### src/rtl/tdm_audio_unit.sv
// Multi-channel TDM audio serializer: frame FIFO, programmable bit clock,
// frame sync with optional one-bit delay, MSB-first slot data on sdo_out.
module tdm_audio_unit #(
   parameter int CHANNELS   = 4,
   parameter int SAMPLE_W   = 24,
   parameter int SLOT_W     = 32,
   parameter int FIFO_DEPTH = 4
) (
   input  logic                         clk,
   input  logic                         rst,
   input  logic                         cfg_in,
   input  logic [31:0]                  cfg_reg_in,
   input  logic                         play_in,
   input  logic                         tick_in,
   input  logic [CHANNELS*SAMPLE_W-1:0] audio_in,
   output logic                         req_out,
   output logic                         overflow_out,
   output logic                         underrun_out,
   output logic                         fs_out,
   output logic                         sck_out,
   output logic                         sdo_out
);

   localparam int DW  = CHANNELS * SAMPLE_W;
   localparam int FB  = CHANNELS * SLOT_W;
   localparam int BCW = (FB > 1) ? $clog2(FB) : 1;
   localparam int AW  = (FIFO_DEPTH > 1) ? $clog2(FIFO_DEPTH) : 1;
   localparam int CW  = AW + 1;

   typedef enum logic [0:0] {ST_IDLE = 1'b0, ST_RUN = 1'b1} state_t;

   // Slot k occupies the k-th SLOT_W bits from the top, sample left-justified.
   function automatic logic [FB-1:0] format_frame(input logic [DW-1:0] d);
      logic [FB-1:0] f;
      f = {FB{1'b0}};
      for (int k = 0; k < CHANNELS; k++) begin
         f[FB-1-k*SLOT_W -: SAMPLE_W] = d[k*SAMPLE_W +: SAMPLE_W];
      end
      return f;
   endfunction

   function automatic logic fs_for_bit(input logic [BCW-1:0] b, input logic dly);
      logic v;
      if (dly) begin
         v = (b == BCW'(FB - 1));
      end else begin
         v = (b == BCW'(0));
      end
      return v;
   endfunction

   state_t          r_state;
   state_t          w_state_nxt;
   logic [7:0]      r_div;
   logic            r_delay;
   logic [7:0]      r_div_cnt;
   logic [BCW-1:0]  r_bit_cnt;
   logic            r_lead;
   logic [FB-1:0]   r_shift;
   logic            r_sck;
   logic            r_fs;
   logic            r_sdo;
   logic            r_req;
   logic            r_overflow;
   logic            r_underrun;
   logic [DW-1:0]   r_mem [FIFO_DEPTH];
   logic [AW-1:0]   r_wr_ptr;
   logic [AW-1:0]   r_rd_ptr;
   logic [CW-1:0]   r_count;

   logic            w_adv;
   logic            w_last;
   logic            w_entry;
   logic            w_stop;
   logic            w_frame_start;
   logic            w_empty;
   logic            w_full;
   logic            w_pop;
   logic            w_push;
   logic [FB-1:0]   w_frame;
   logic            w_unused_cfg;

   assign w_unused_cfg = ^cfg_reg_in[31:9];
   assign w_empty = (r_count == CW'(0));
   assign w_full  = (r_count == CW'(FIFO_DEPTH));
   // w_adv marks the cycle before an sck falling edge, i.e. the next cycle is a bit boundary.
   assign w_adv   = (r_state == ST_RUN) && (r_div_cnt == r_div) && r_sck;
   assign w_last  = (r_bit_cnt == BCW'(FB - 1)) && !r_lead;
   assign w_pop   = w_frame_start && !w_empty;
   assign w_push  = tick_in && (!w_full || w_pop);
   assign w_frame = format_frame(w_empty ? {DW{1'b0}} : r_mem[r_rd_ptr]);

   // Next-state and frame-boundary decode.
   always_comb begin
      w_state_nxt   = r_state;
      w_entry       = 1'b0;
      w_stop        = 1'b0;
      w_frame_start = 1'b0;
      case (r_state)
         ST_IDLE: begin
            if (play_in) begin
               w_state_nxt   = ST_RUN;
               w_entry       = 1'b1;
               w_frame_start = !r_delay;
            end else begin
               w_state_nxt = ST_IDLE;
            end
         end
         ST_RUN: begin
            if (w_adv && w_last && !play_in) begin
               w_state_nxt = ST_IDLE;
               w_stop      = 1'b1;
            end else if (w_adv && (r_lead || w_last)) begin
               w_frame_start = 1'b1;
            end else begin
               w_state_nxt = ST_RUN;
            end
         end
         default: begin
            w_state_nxt = ST_IDLE;
         end
      endcase
   end

   // Frame FIFO storage.
   always_ff @(posedge clk) begin
      if (w_push && !w_stop) begin
         r_mem[r_wr_ptr] <= audio_in;
      end
   end

   // FIFO pointers, occupancy and the req/overflow pulses; stopping flushes it.
   always_ff @(posedge clk) begin
      if (rst) begin
         r_wr_ptr   <= AW'(0);
         r_rd_ptr   <= AW'(0);
         r_count    <= CW'(0);
         r_req      <= 1'b0;
         r_overflow <= 1'b0;
      end else begin
         r_req      <= w_pop;
         r_overflow <= tick_in && w_full && !w_pop;
         if (w_stop) begin
            r_wr_ptr <= AW'(0);
            r_rd_ptr <= AW'(0);
            r_count  <= CW'(0);
         end else begin
            if (w_push) begin
               r_wr_ptr <= r_wr_ptr + AW'(1);
            end
            if (w_pop) begin
               r_rd_ptr <= r_rd_ptr + AW'(1);
            end
            r_count <= r_count + CW'(w_push) - CW'(w_pop);
         end
      end
   end

   // State register, configuration and underrun flag.
   always_ff @(posedge clk) begin
      if (rst) begin
         r_state    <= ST_IDLE;
         r_div      <= 8'd0;
         r_delay    <= 1'b0;
         r_underrun <= 1'b0;
      end else begin
         r_state <= w_state_nxt;
         if (r_state == ST_IDLE && cfg_in) begin
            r_div   <= cfg_reg_in[7:0];
            r_delay <= cfg_reg_in[8];
         end
         if (w_frame_start && w_empty) begin
            r_underrun <= 1'b1;
         end else if (w_stop || (r_state == ST_IDLE && cfg_in)) begin
            r_underrun <= 1'b0;
         end
      end
   end

   // Bit clock divider and serial shifter.
   always_ff @(posedge clk) begin
      if (rst) begin
         r_div_cnt <= 8'd0;
         r_bit_cnt <= BCW'(0);
         r_lead    <= 1'b0;
         r_shift   <= {FB{1'b0}};
         r_sck     <= 1'b0;
         r_fs      <= 1'b0;
         r_sdo     <= 1'b0;
      end else if (w_stop) begin
         r_div_cnt <= 8'd0;
         r_bit_cnt <= BCW'(0);
         r_lead    <= 1'b0;
         r_sck     <= 1'b0;
         r_fs      <= 1'b0;
         r_sdo     <= 1'b0;
      end else if (w_frame_start) begin
         r_div_cnt <= 8'd0;
         r_bit_cnt <= BCW'(0);
         r_lead    <= 1'b0;
         r_sck     <= 1'b0;
         r_sdo     <= w_frame[FB-1];
         r_shift   <= w_frame << 1;
         r_fs      <= fs_for_bit(BCW'(0), r_delay);
      end else if (w_entry) begin
         // Delayed framing: one leading fs bit carrying no data.
         r_div_cnt <= 8'd0;
         r_bit_cnt <= BCW'(0);
         r_lead    <= 1'b1;
         r_sck     <= 1'b0;
         r_fs      <= 1'b1;
         r_sdo     <= 1'b0;
      end else if (w_adv) begin
         r_div_cnt <= 8'd0;
         r_bit_cnt <= r_bit_cnt + BCW'(1);
         r_sck     <= 1'b0;
         r_sdo     <= r_shift[FB-1];
         r_shift   <= r_shift << 1;
         r_fs      <= fs_for_bit(r_bit_cnt + BCW'(1), r_delay);
      end else if (r_state == ST_RUN) begin
         if (r_div_cnt == r_div) begin
            r_div_cnt <= 8'd0;
            r_sck     <= ~r_sck;
         end else begin
            r_div_cnt <= r_div_cnt + 8'd1;
         end
      end else begin
         r_sck <= 1'b0;
         r_fs  <= 1'b0;
         r_sdo <= 1'b0;
      end
   end

   assign req_out      = r_req;
   assign overflow_out = r_overflow;
   assign underrun_out = r_underrun;
   assign fs_out       = r_fs;
   assign sck_out      = r_sck;
   assign sdo_out      = r_sdo;

endmodule

### config.mk
export PLATFORM = sky130hd
export DESIGN_NAME = tdm_audio_unit
export DESIGN_NICKNAME = d
export VERILOG_FILES = /design/src/rtl/tdm_audio_unit.sv
export SDC_FILE = /design/constraint.sdc
export NUM_CORES = 1
export LEC_CHECK = 0
export BUFFER_PORTS_ARGS = -buffer_cell sky130_fd_sc_hd__buf_4
export CAP_MARGIN = 20
export CELL_PAD_IN_SITES_DETAIL_PLACEMENT = 0
export CELL_PAD_IN_SITES_GLOBAL_PLACEMENT = 1
export CORE_MARGIN = 3
export CORE_UTILIZATION = 30
export DETAILED_ROUTE_END_ITERATION = 7
export PLACE_DENSITY = 0.61
export RECOVER_POWER = 100
export SETUP_SLACK_MARGIN = 0.2
export SKIP_LAST_GASP = 1
export SLEW_MARGIN = 15
export SYNTH_ARGS = -nofsm -noshare
export SYNTH_HDL_FRONTEND = slang
export SYNTH_SLANG_ARGS = --single-unit
### constraint.sdc
create_clock -name clk -period 5.5 [get_ports clk]
set_input_delay 0.55 -clock clk [delete_from_list [all_inputs] [get_ports clk]]
set_output_delay 0.55 -clock clk [all_outputs]
set_load 0.005 [all_outputs]
# Word level (Yosys, flattened, before mapping)
# Memories as Yosys holds them, arrays and structs flattened. A register that Yosys moved wholly into a read port is not among the register bits.
# Cells that the tools add are included.
word_totals:
  reg_bits: 167
  wordCells: 95
  in_bits: 133
  n_memories: 1
  out_inout_bits: 6
  ram_bits: 384
classes:
  reduce_logical: 33
  eq_ne: 6
  mux: 30
  add_sub_neg: 6
  n_bitwise: 3
memory_table:
  columns: ["name", "words", "width", "rd", "rd_clocked_by_memory_dff", "write_ports", "line_no", "text"]
  rows:
  - ["r_mem", 4, 96, 1, 1, 1, "66", "logic [DW-1:0] r_mem [FIFO_DEPTH];"]
op_table:
  columns: ["operator", "n"]
  rows:
  - ["$mux W128", 3]
  - ["$mux W96", 1]
  - ["$mux W1", 21]
  - ["$eq A7 B7 Y1 const B", 2]
  - ["$logic_and A1 B1 Y1", 13]
  - ["$add A8 B1 Y8 const B", 1]
  - ["$eq A8 B8 Y1", 1]
  - ["$mux W8", 1]
  - ["$add A7 B1 Y7 const B", 1]
  - ["$logic_not A1 Y1", 7]
  - ["$logic_not A7 Y1", 1]
  - ["$reduce_or A6 Y1", 1]
  - ["$reduce_or A5 Y1", 1]
  - ["$add A2 B1 Y2 const B", 2]
  - ["$mux W2", 2]
  - ["$ne A4 B1 Y1 const B", 1]
  - ["$pmux W1 S2", 2]
  - ["$reduce_bool A2 Y1", 2]
  - ["$reduce_or A4 Y1", 1]
  - ["$add A3 B1 Y3", 1]
  - ["$eq A3 B3 Y1 const B", 1]
  - ["$logic_not A3 Y1", 1]
  - ["$logic_or A1 B1 Y1", 3]
  - ["$not A1 Y1", 3]
  - ["other kinds (5)", 5]

# Longest topological paths before layout
# Gate-level depths: netlist (run 1).
depth:
  word_depth: 13
  ltp_mapped: 15
  depth_no_buf: 13

# Worst setup path before layout (run 1)
# No wires, ideal clock.
synth_timing:
  path_type: "register -> register"
  from: "register r_div_cnt[6]"
  to: "memory r_mem[0][0] in the netlist's numbering (enable)"
  path_slack_ns: 0.737
  stages_incl_launch_ff: 7
  n_path_buf: 1
  arrival_ns: 4.297
  required_ns: 5.034
  cell_sequence: "dfxtp_1 -> xor2_1 -> or4_1 -> buf_4 -> o41ai_4 -> o221a_2 -> and2_1"
synth_via:
  elab_chain_cells: 13
  elab_cells_between_ends: 18
synth_lines:
  columns: ["item", "line_no", "text"]
  rows:
  - ["start, declared", "56", "logic [7:0] r_div_cnt;"]
  - ["start signal, assigned", "225", "r_div_cnt <= r_div_cnt + 8'd1;"]
  - ["$eq A8 B8 Y1 *", "87", "assign w_adv = (r_state == ST_RUN) && (r_div_cnt == r_div) && r_sck;"]
  - ["$logic_and A1 B1 Y1 * (2 in a row)", "87", null]
  - ["$logic_and A1 B1 Y1 (on tied branches)", "113, 110", null]
  - ["$mux W1 or $logic_and A1 B1 Y1 (tied branches)", "113, 110", null]
  - ["$mux W1", "110", "if (w_adv && w_last && !play_in) begin"]
  - ["$pmux W1 S2", "99", "case (r_state)"]
  - ["$logic_and A1 B1 Y1", "89", "assign w_pop = w_frame_start && !w_empty;"]
  - ["$logic_or A1 B1 Y1", "90", "assign w_push = tick_in && (!w_full || w_pop);"]
  - ["$logic_and A1 B1 Y1", "90", null]
  - ["$logic_and A1 B1 Y1 *", "127", "if (w_push && !w_stop) begin"]
  - ["$mux W1 *", "127", null]
  - ["$mux W1 (not written as such) *", "128", "r_mem[r_wr_ptr] <= audio_in;"]
  - ["end, declared", "66", null]
# Mark *: on every way between the ends. The rest lies on a longest branch, timed or not.

# Final worst setup path (run 1)
layout_timing:
  from: "register r_div_cnt[3]"
  to: "memory r_mem[3][12] in the netlist's numbering (enable)"
# Same word-level chain as after synthesis.

==> impl_metrics.json, run 1 <==
{
  "hold_viol": 0,
  "cts_resized": 0,
  "final_cell_mix": "edfxtp_1, dfxtp_1, clkbuf_1",
  "maxCapViolations": 3,
  "gp_congestion": 0.766,
  "worstSetupEndpointType": "flip-flop",
  "arrival_ns": 4.80,
  "cts_buffers": 58,
  "synthTopCellsByArea": "edfxtp_1, dfxtp_1, mux4_2",
  "row_count": 96,
  "min_from": "audio_in[39]",
  "die_area_um2": 73700,
  "violations": "max-capacitance violations, max-slew violations",
  "grt_pass1_wl_mm": 76.4,
  "remaining_drc_errors": 0,
  "h-tree-depth": 2,
  "syn_nets": 1425,
  "rsz0062_at_grt": "false",
  "cpMostUsedCell": "buf_4",
  "die_w_um": 272,
  "tns_ns": 0,
  "relSlewSlack_pct": -23.6,
  "drt_iter0_drc": 834,
  "antenna_found_initial": 3,
  "power.density_nw_per_um2": 422,
  "cts_tree": "done",
  "critPathTopFamily": "simple AND/OR/NAND/NOR gates",
  "ys_seq_elements": 544,
  "synth.yosys.seq_area_share_pct": 69.6,
  "p_leak_uw": 0.00760,
  "path_buf_inv": 2,
  "fmax_ghz": 0.222,
  "synth_cell_types": 56,
  "cts_buffer_depth": 3,
  "async_flop_share_pct": 0,
  "first_pass_iters": 5,
  "clockPowerShare_pct": 39.0,
  "port_buffers": 115,
  "drive_gt1_share_pct": 18.5,
  "slowest_delay_ns": 1.13,
  "cts_root_buf": "clkbuf_16",
  "cp_max_fo": 44,
  "die_h_um": 272,
  "avgSynthCellArea_um2": 16.5,
  "overflow": 0,
  "fin_cells": 2357,
  "worst_setup_path_start_kind": "flip-flop",
  "crit_path_cell_trace": "xor2_1, or4_1, o41ai_1, buf_4, o221a_2, and2_2, buf_4",
  "status": "complete, but fails checks",
  "wl_per_cell_um": 21.1,
  "min_path_cells": 1,
  "p_sw_uw": 2670,
  "cts.sinks": 544,
  "cpMaxStageDelayCell": "and2_2",
  "dp.cells": 2245,
  "finClkSkew_ns": 0.0284,
  "layout_commonest_cell": "edfxtp_1",
  "post-dp-hpwl_mm": 28.0,
  "core_um2": 69200,
  "synth_top_area_share_pct": 54.5,
  "ioPinCount": 139,
  "r2r_setup_slack_ns": 0.99,
  "min_to": "r_mem[0][39]$_DFFE_PP_",
  "synth_cells": 1281,
  "num-nets-final": 1518,
  "postCtsSetupBuffers": 0,
  "clk_pin_slew_ns": 0.06,
  "netSwitchingFraction_pct": 25.6,
  "setup_viol": 0,
  "crit_type": "reg -> reg",
  "worstPathRequired_ns": 5.79,
  "pwr-share-seq_pct": 47.0,
  "area_growth_pct": 16.6,
  "synth_area_um2": 21200,
  "synth_edf_count": 384,
  "clock_latency_ns": 0.62,
  "fillers": 6683,
  "final.period_utilization_pct": 82.0,
  "drv_slew": 165,
  "holdWs_ns": 0.181,
  "worst_pin_slew_ns": 1.85,
  "hold_path.class": "in -> reg",
  "grt_max_degree": 77,
  "grt_use_total_pct": 13.3,
  "yosys.area.top_type": "edfxtp_1",
  "r2r-start": "r_div_cnt[3]$_SDFFE_PP0P_",
  "worstReg2RegEnd": "r_mem[3][12]$_DFFE_PP_",
  "worst-r2r-cell-count": 7,
  "wl_mm": 49.8,
  "intPower_uw": 7750,
  "fin_crit_ns": 4.51,
  "max-vdd-ir-drop_mv": 0.225,
  "vias": 12000,
  "via_per_inst": 5.09,
  "start_util_pct": 30.6,
  "ant_nets": 0,
  "synthFlopType": "edfxtp_1",
  "hold_buffers": 0,
  "comb_power_share_pct": 14.0,
  "yosys_warnings": 0,
  "grt_pass1_vias": 12500
}
## final cells by class
type / instances / area [um2] / share of cell area [%]
clock buffers: 71 / 1610 / 6.54
diodes: 2 / 5.00 / 0.0203
clock inverters: 39 / 418 / 1.69
multi-input cells: 613 / 5890 / 23.9
inverters: 9 / 33.8 / 0.137
flip-flops and latches: 544 / 14700 / 59.7
well taps: 931 / 1160 / 4.72
repair buffers: 148 / 807 / 3.27
## logic make-up (layout without fill, tap and decap cells)
| group | Yosys count | count (layout) | share of synthesized area, % |
|---|---|---|---|
| xor+xnor | 21 | 21 | 0.869 |
| other cells | 0 | 2 | 0 |
| fa+ha+maj | 11 | 11 | 0.686 |
| flops | 544 | 544 | 69.6 |
| compound gates | 246 | 246 | 9.26 |
| simple gates | 236 | 236 | 6.62 |
| buf+inv | 124 | 267 | 2.56 |
| mux | 99 | 99 | 10.4 |
## synth_stat cells (4+ instances only)
cell type and number:
nand4_1 4, ha_1 10, mux4_2 96, nor2_1 22, edfxtp_1 384, or4_1 4
buf_1 8, clkbuf_1 73, xnor2_1 8, a211oi_2 8, o211ai_1 27, a32oi_1 46
a211oi_1 37, and2_1 7, buf_6 5, a21oi_1 51, o21ai_0 11, nor4b_1 48
xor2_1 13, inv_1 9, a221o_1 49, dfxtp_1 160, nor3_1 49, buf_2 28
nand3_1 43, nand2_1 31, nor4_1 6
## worst max path at each step
| stage | slack [ns] | endpoint | from | cells after the start |
|---|---|---|---|---|
| final | 0.99 | r_mem[3][12]$_DFFE_PP_ | r_div_cnt[3]$_SDFFE_PP0P_ | 7 |
| after global routing | 0.68 | r_mem[3][12]$_DFFE_PP_ | r_div_cnt[3]$_SDFFE_PP0P_ | 7 |
| after CTS | 1.42 | r_mem[2][12]$_DFFE_PP_ | r_div_cnt[6]$_SDFFE_PP0P_ | 7 |
| after detailed placement | 1.46 | r_mem[3][7]$_DFFE_PP_ | r_div_cnt[6]$_SDFFE_PP0P_ | 7 |
| after global placement | 1.49 | r_mem[2][8]$_DFFE_PP_ | r_div_cnt[6]$_SDFFE_PP0P_ | 7 |
| after floorplan | 0.74 | r_mem[0][0]$_DFFE_PP_ | r_div_cnt[6]$_SDFFE_PP0P_ | 6 |
## registers in the layout (all words and copies together) (netlist names), 2 cells and up, named ones only
| signal | flops |
|---|---|
| r_shift | 119 |
| r_count | 3 |
| r_mem | 384 |
| r_div | 8 |
| r_wr_ptr | 2 |
| r_div_cnt | 8 |
| r_bit_cnt | 7 |
| r_rd_ptr | 2 |
## per-layer routing
layer	global-route usage (%)	up-vias	share of wire [%]	wire, um
li1	-	5459	-	-
met1	17.9	6166	44	21900
met2	22.1	310	49	24300
met3	3.01	66	5.7	2820
met4	2.71	2	1.5	761
met5	0	-	0.018	9
## metrics by stage
stage / cell area [um2] / total power, uW / util (%) / setup slack [ns]
final: 24700 / 10400 / 35.7 / 0.992
after global routing: 24700 / 10900 / 35.7 / 0.682
after CTS: 25100 / 10600 / 36.3 / 1.42
after detailed placement: 23100 / 6520 / 33.4 / 1.46
after global placement: 23100 / 6460 / 33.3 / 1.49
after floorplan: 21200 / 5960 / - / 0.737
## worst reg2reg max path, cell delays in order (launching register included)
cell	delay [ns]
dfxtp_1	0.36
xor2_1	0.20
or4_1	0.76
o41ai_1	0.50
buf_4	0.49
o221a_2	0.31
and2_2	1.13
buf_4	0.45
## power by group through the flow
stage	logic (uW)	clock network (uW)	registers, uW
6_report	1460	4060	4900
5_1_grt	1590	4360	4930
4_1_cts	1540	4180	4900
3_5_place_dp	1530	0	4980
3_3_place_gp	1490	0	4970
2_1_floorplan	1050	0	4920
Note: power is estimated with default switching activity, not from simulation.
==> run 2: changes to the inputs <==
--- a/config.mk
+++ b/config.mk
@@ -5,6 +5,7 @@
 export SDC_FILE = /design/constraint.sdc
 export NUM_CORES = 1
 export LEC_CHECK = 0
+export ABC_AREA = 1
 export BUFFER_PORTS_ARGS = -buffer_cell sky130_fd_sc_hd__buf_4
 export CAP_MARGIN = 20
 export CELL_PAD_IN_SITES_DETAIL_PLACEMENT = 0
@@ -12,7 +13,7 @@
 export CORE_MARGIN = 3
 export CORE_UTILIZATION = 30
 export DETAILED_ROUTE_END_ITERATION = 7
-export PLACE_DENSITY = 0.61
+export PLACE_DENSITY = 0.66
 export RECOVER_POWER = 100
 export SETUP_SLACK_MARGIN = 0.2
 export SKIP_LAST_GASP = 1
==> constraint.sdc (replaced) <==
create_clock -name clk -period 4.07 [get_ports clk]
set_input_delay 0.407 -clock clk [delete_from_list [all_inputs] [get_ports clk]]
set_output_delay 0.407 -clock clk [all_outputs]
set_load 0.005 [all_outputs]
==> impl_metrics.json, run 2 <==
{
  "synth_edf_count": 384,
  "path_depth": 11,
  "largest_register_ffs": 384,
  "cp_max_fo": 119,
  "largestRegisters": "r_mem: 384 flops, r_shift: 119 flops",
  "critPathTopFamily": "buffers and inverters",
  "grt_pass1_vias": 15000,
  "post-dp-hpwl_mm": 29.9,
  "worstSetupEndpointType": "flip-flop",
  "cts_root_buf": "clkbuf_16",
  "relSlewSlack_pct": 15.0,
  "vias": 15500,
  "core_um2": 70600,
  "met2_length_mm": 26.3,
  "gp_congestion": 0.748,
  "power.density_nw_per_um2": 521,
  "status": "complete, no violations",
  "arrival_ns": 4.15,
  "drive_gt1_share_pct": 7.12,
  "die_w_um": 274,
  "h-tree-depth": 2,
  "max-vdd-ir-drop_mv": 0.312,
  "cts_resized": 0,
  "r2r_setup_slack_ns": 0.45,
  "clk_pin_slew_ns": 0.06,
  "cpMaxStageDelayCell": "buf_6",
  "crit_path_cell_trace": "ha_1, nand3_1, nor2_1, nand2_1, nor3_1, nand4_1, buf_4, nand2_1, buf_6, a21oi_1, a21oi_1",
  "port_buffers": 115,
  "regMostFlops": "r_mem",
  "die_h_um": 274,
  "worst-r2r-cell-count": 11,
  "yosys.area.top_type": "edfxtp_1",
  "min_from": "cfg_reg_in[1]",
  "cts.sinks": 544,
  "synthTopCellsByArea": "edfxtp_1, dfxtp_1, o21ai_0",
  "synth_area_um2": 21600,
  "grt_pass1_wl_mm": 84.9,
  "worst_setup_path_start_kind": "flip-flop",
  "p_leak_uw": 0.00912,
  "synthFlopType": "edfxtp_1",
  "worstReg2RegEnd": "r_shift[41]$_SDFFE_PP0P_",
  "wl_mm": 54.5,
  "fin_crit_ns": 3.62,
  "met1_length_mm": 24.6,
  "synth.yosys.seq_area_share_pct": 68.3,
  "ant_nets": 0,
  "remaining_drc_errors": 0,
  "maxCapViolations": 0,
  "slowest_delay_ns": 0.72,
  "synth_common_cells": "edfxtp_1, nand2_1, o21ai_0",
  "grt_max_degree": 120,
  "avgSynthCellArea_um2": 10.8,
  "fmax_ghz": 0.276,
  "wl_per_cell_um": 17.4,
  "die_area_um2": 75200,
  "syn_nets": 2134,
  "ioPinCount": 139,
  "grt_use_total_pct": 14.2,
  "cts_buffer_depth": 3,
  "area_growth_pct": 19.4,
  "layout_commonest_cell": "edfxtp_1",
  "finClkSkew_ns": 0.0109,
  "routed.top_layer": "met4",
  "row_count": 97,
  "antenna_found_initial": 4,
  "via_per_inst": 4.93,
  "worst_pin_slew_ns": 1.28,
  "synth_cell_types": 34,
  "worstPathRequired_ns": 4.60,
  "min_to": "r_div[1]$_SDFFE_PP0P_",
  "crit_type": "reg -> reg",
  "hold_viol": 0,
  "r2r-start": "r_bit_cnt[0]$_SDFFE_PP0P_",
  "holdWs_ns": 0.0942,
  "hold_path.class": "in -> reg",
  "drt_iter0_drc": 1069,
  "total_power_uw": 13400,
  "overflow": 0,
  "rsz0062_at_grt": "false",
  "drv_slew": 0,
  "path_buf_inv": 2,
  "clock_latency_ns": 0.60,
  "first_pass_iters": 5,
  "final.period_utilization_pct": 88.9,
  "start_util_pct": 30.6,
  "num-nets-final": 2285,
  "setup_viol": 0,
  "yosys_warnings": 0,
  "yosysMostFrequentCell": "edfxtp_1",
  "cts_buffers": 58,
  "synth_top_area_share_pct": 53.4,
  "async_flop_share_pct": 0,
  "wl_met3_mm": 2.44,
  "min_path_cells": 3,
  "synth_cells": 1990,
  "cts_tree": "done",
  "final_cell_mix": "edfxtp_1, nand2_1, o21ai_0",
  "ys_seq_elements": 544
}
run 2: stage by stage:
| stage | worst slack, ns | instances | instance area (um2) | setup TNS [ns] | util (%) |
|---|---|---|---|---|---|
| after detailed placement | 0.627 | 2928 | 23400 | 0 | 33.1 |
| final | 0.450 | 3135 | 25800 | 0 | 36.5 |
| after global placement | 0.655 | 2928 | 23400 | 0 | 33.1 |
| after floorplan | -0.569 | 1990 | 21600 | -218.44 | - |
| after global routing | 0.162 | 3131 | 25800 | 0 | 36.5 |
| after CTS | 0.608 | 3131 | 26200 | 0 | 37.2 |
run 2: repair_timing:
action	CTS	global route
hold buffers	93	0
setup buffers	0	0
hold endpoints to repair	371	0
run 2: power by group:
| group | leakage (uW) | total (uW) | internal, uW | switching, uW |
|---|---|---|---|---|
| logic | 0.00334 | 1540 | 415 | 1130 |
| clock network | 0.000949 | 5310 | 3150 | 2160 |
| registers | 0.00483 | 6580 | 6430 | 153 |
| total | 0.00912 | 13400 | 9990 | 3440 |
run 2: worst max-delay path by stage:
stage	slack, ns	endpoint	startpoint
after floorplan	-0.57	r_mem[0][0]$_DFFE_PP_	r_bit_cnt[1]$_SDFFE_PP0P_
after global placement	0.66	r_mem[3][58]$_DFFE_PP_	r_div_cnt[0]$_SDFFE_PP0P_
after detailed placement	0.63	r_mem[3][58]$_DFFE_PP_	r_div_cnt[3]$_SDFFE_PP0P_
after CTS	0.61	r_count[2]$_SDFF_PP0_	r_div_cnt[3]$_SDFFE_PP0P_
after global routing	0.16	r_shift[11]$_SDFFE_PP0P_	r_bit_cnt[0]$_SDFFE_PP0P_
final	0.45	r_shift[41]$_SDFFE_PP0P_	r_bit_cnt[0]$_SDFFE_PP0P_
run 2: cell families after synthesis:
group / Yosys count / synth area share, %
adder cells (fa/ha/maj): 11 / 0.672
AO/OA/AOI/OAI: 486 / 11.9
XOR/XNOR: 9 / 0.365
flip-flops: 544 / 68.3
buffers and inverters: 250 / 4.72
AND/OR/NAND/NOR: 690 / 14.1
run 2: worst min-delay path, cell delays in order:
cell	delay, ns
buf_4	0.08
o21ai_0	0.07
a21oi_1	0.11
run 2: layer usage:
metal / global-route usage [%] / vias to the layer above
li1: - / 7413
met1: 18.8 / 7657
met3: 2.49 / 80
met5: 0 / -
met4: 3.91 / 0
met2: 24.0 / 316
run 2: layout make-up:
class                           instances  area, um2
Timing Repair Buffer                  234       1660
Sequential cell                       544      14700
Antenna cell                            4       10.0
Clock inverter                         36        358
Tap cell                              940       1180
Fill cell                            6939      44900
Inverter                              107        410
Clock buffer                           74       1590
Multi-Input combinational cell       1196       5820
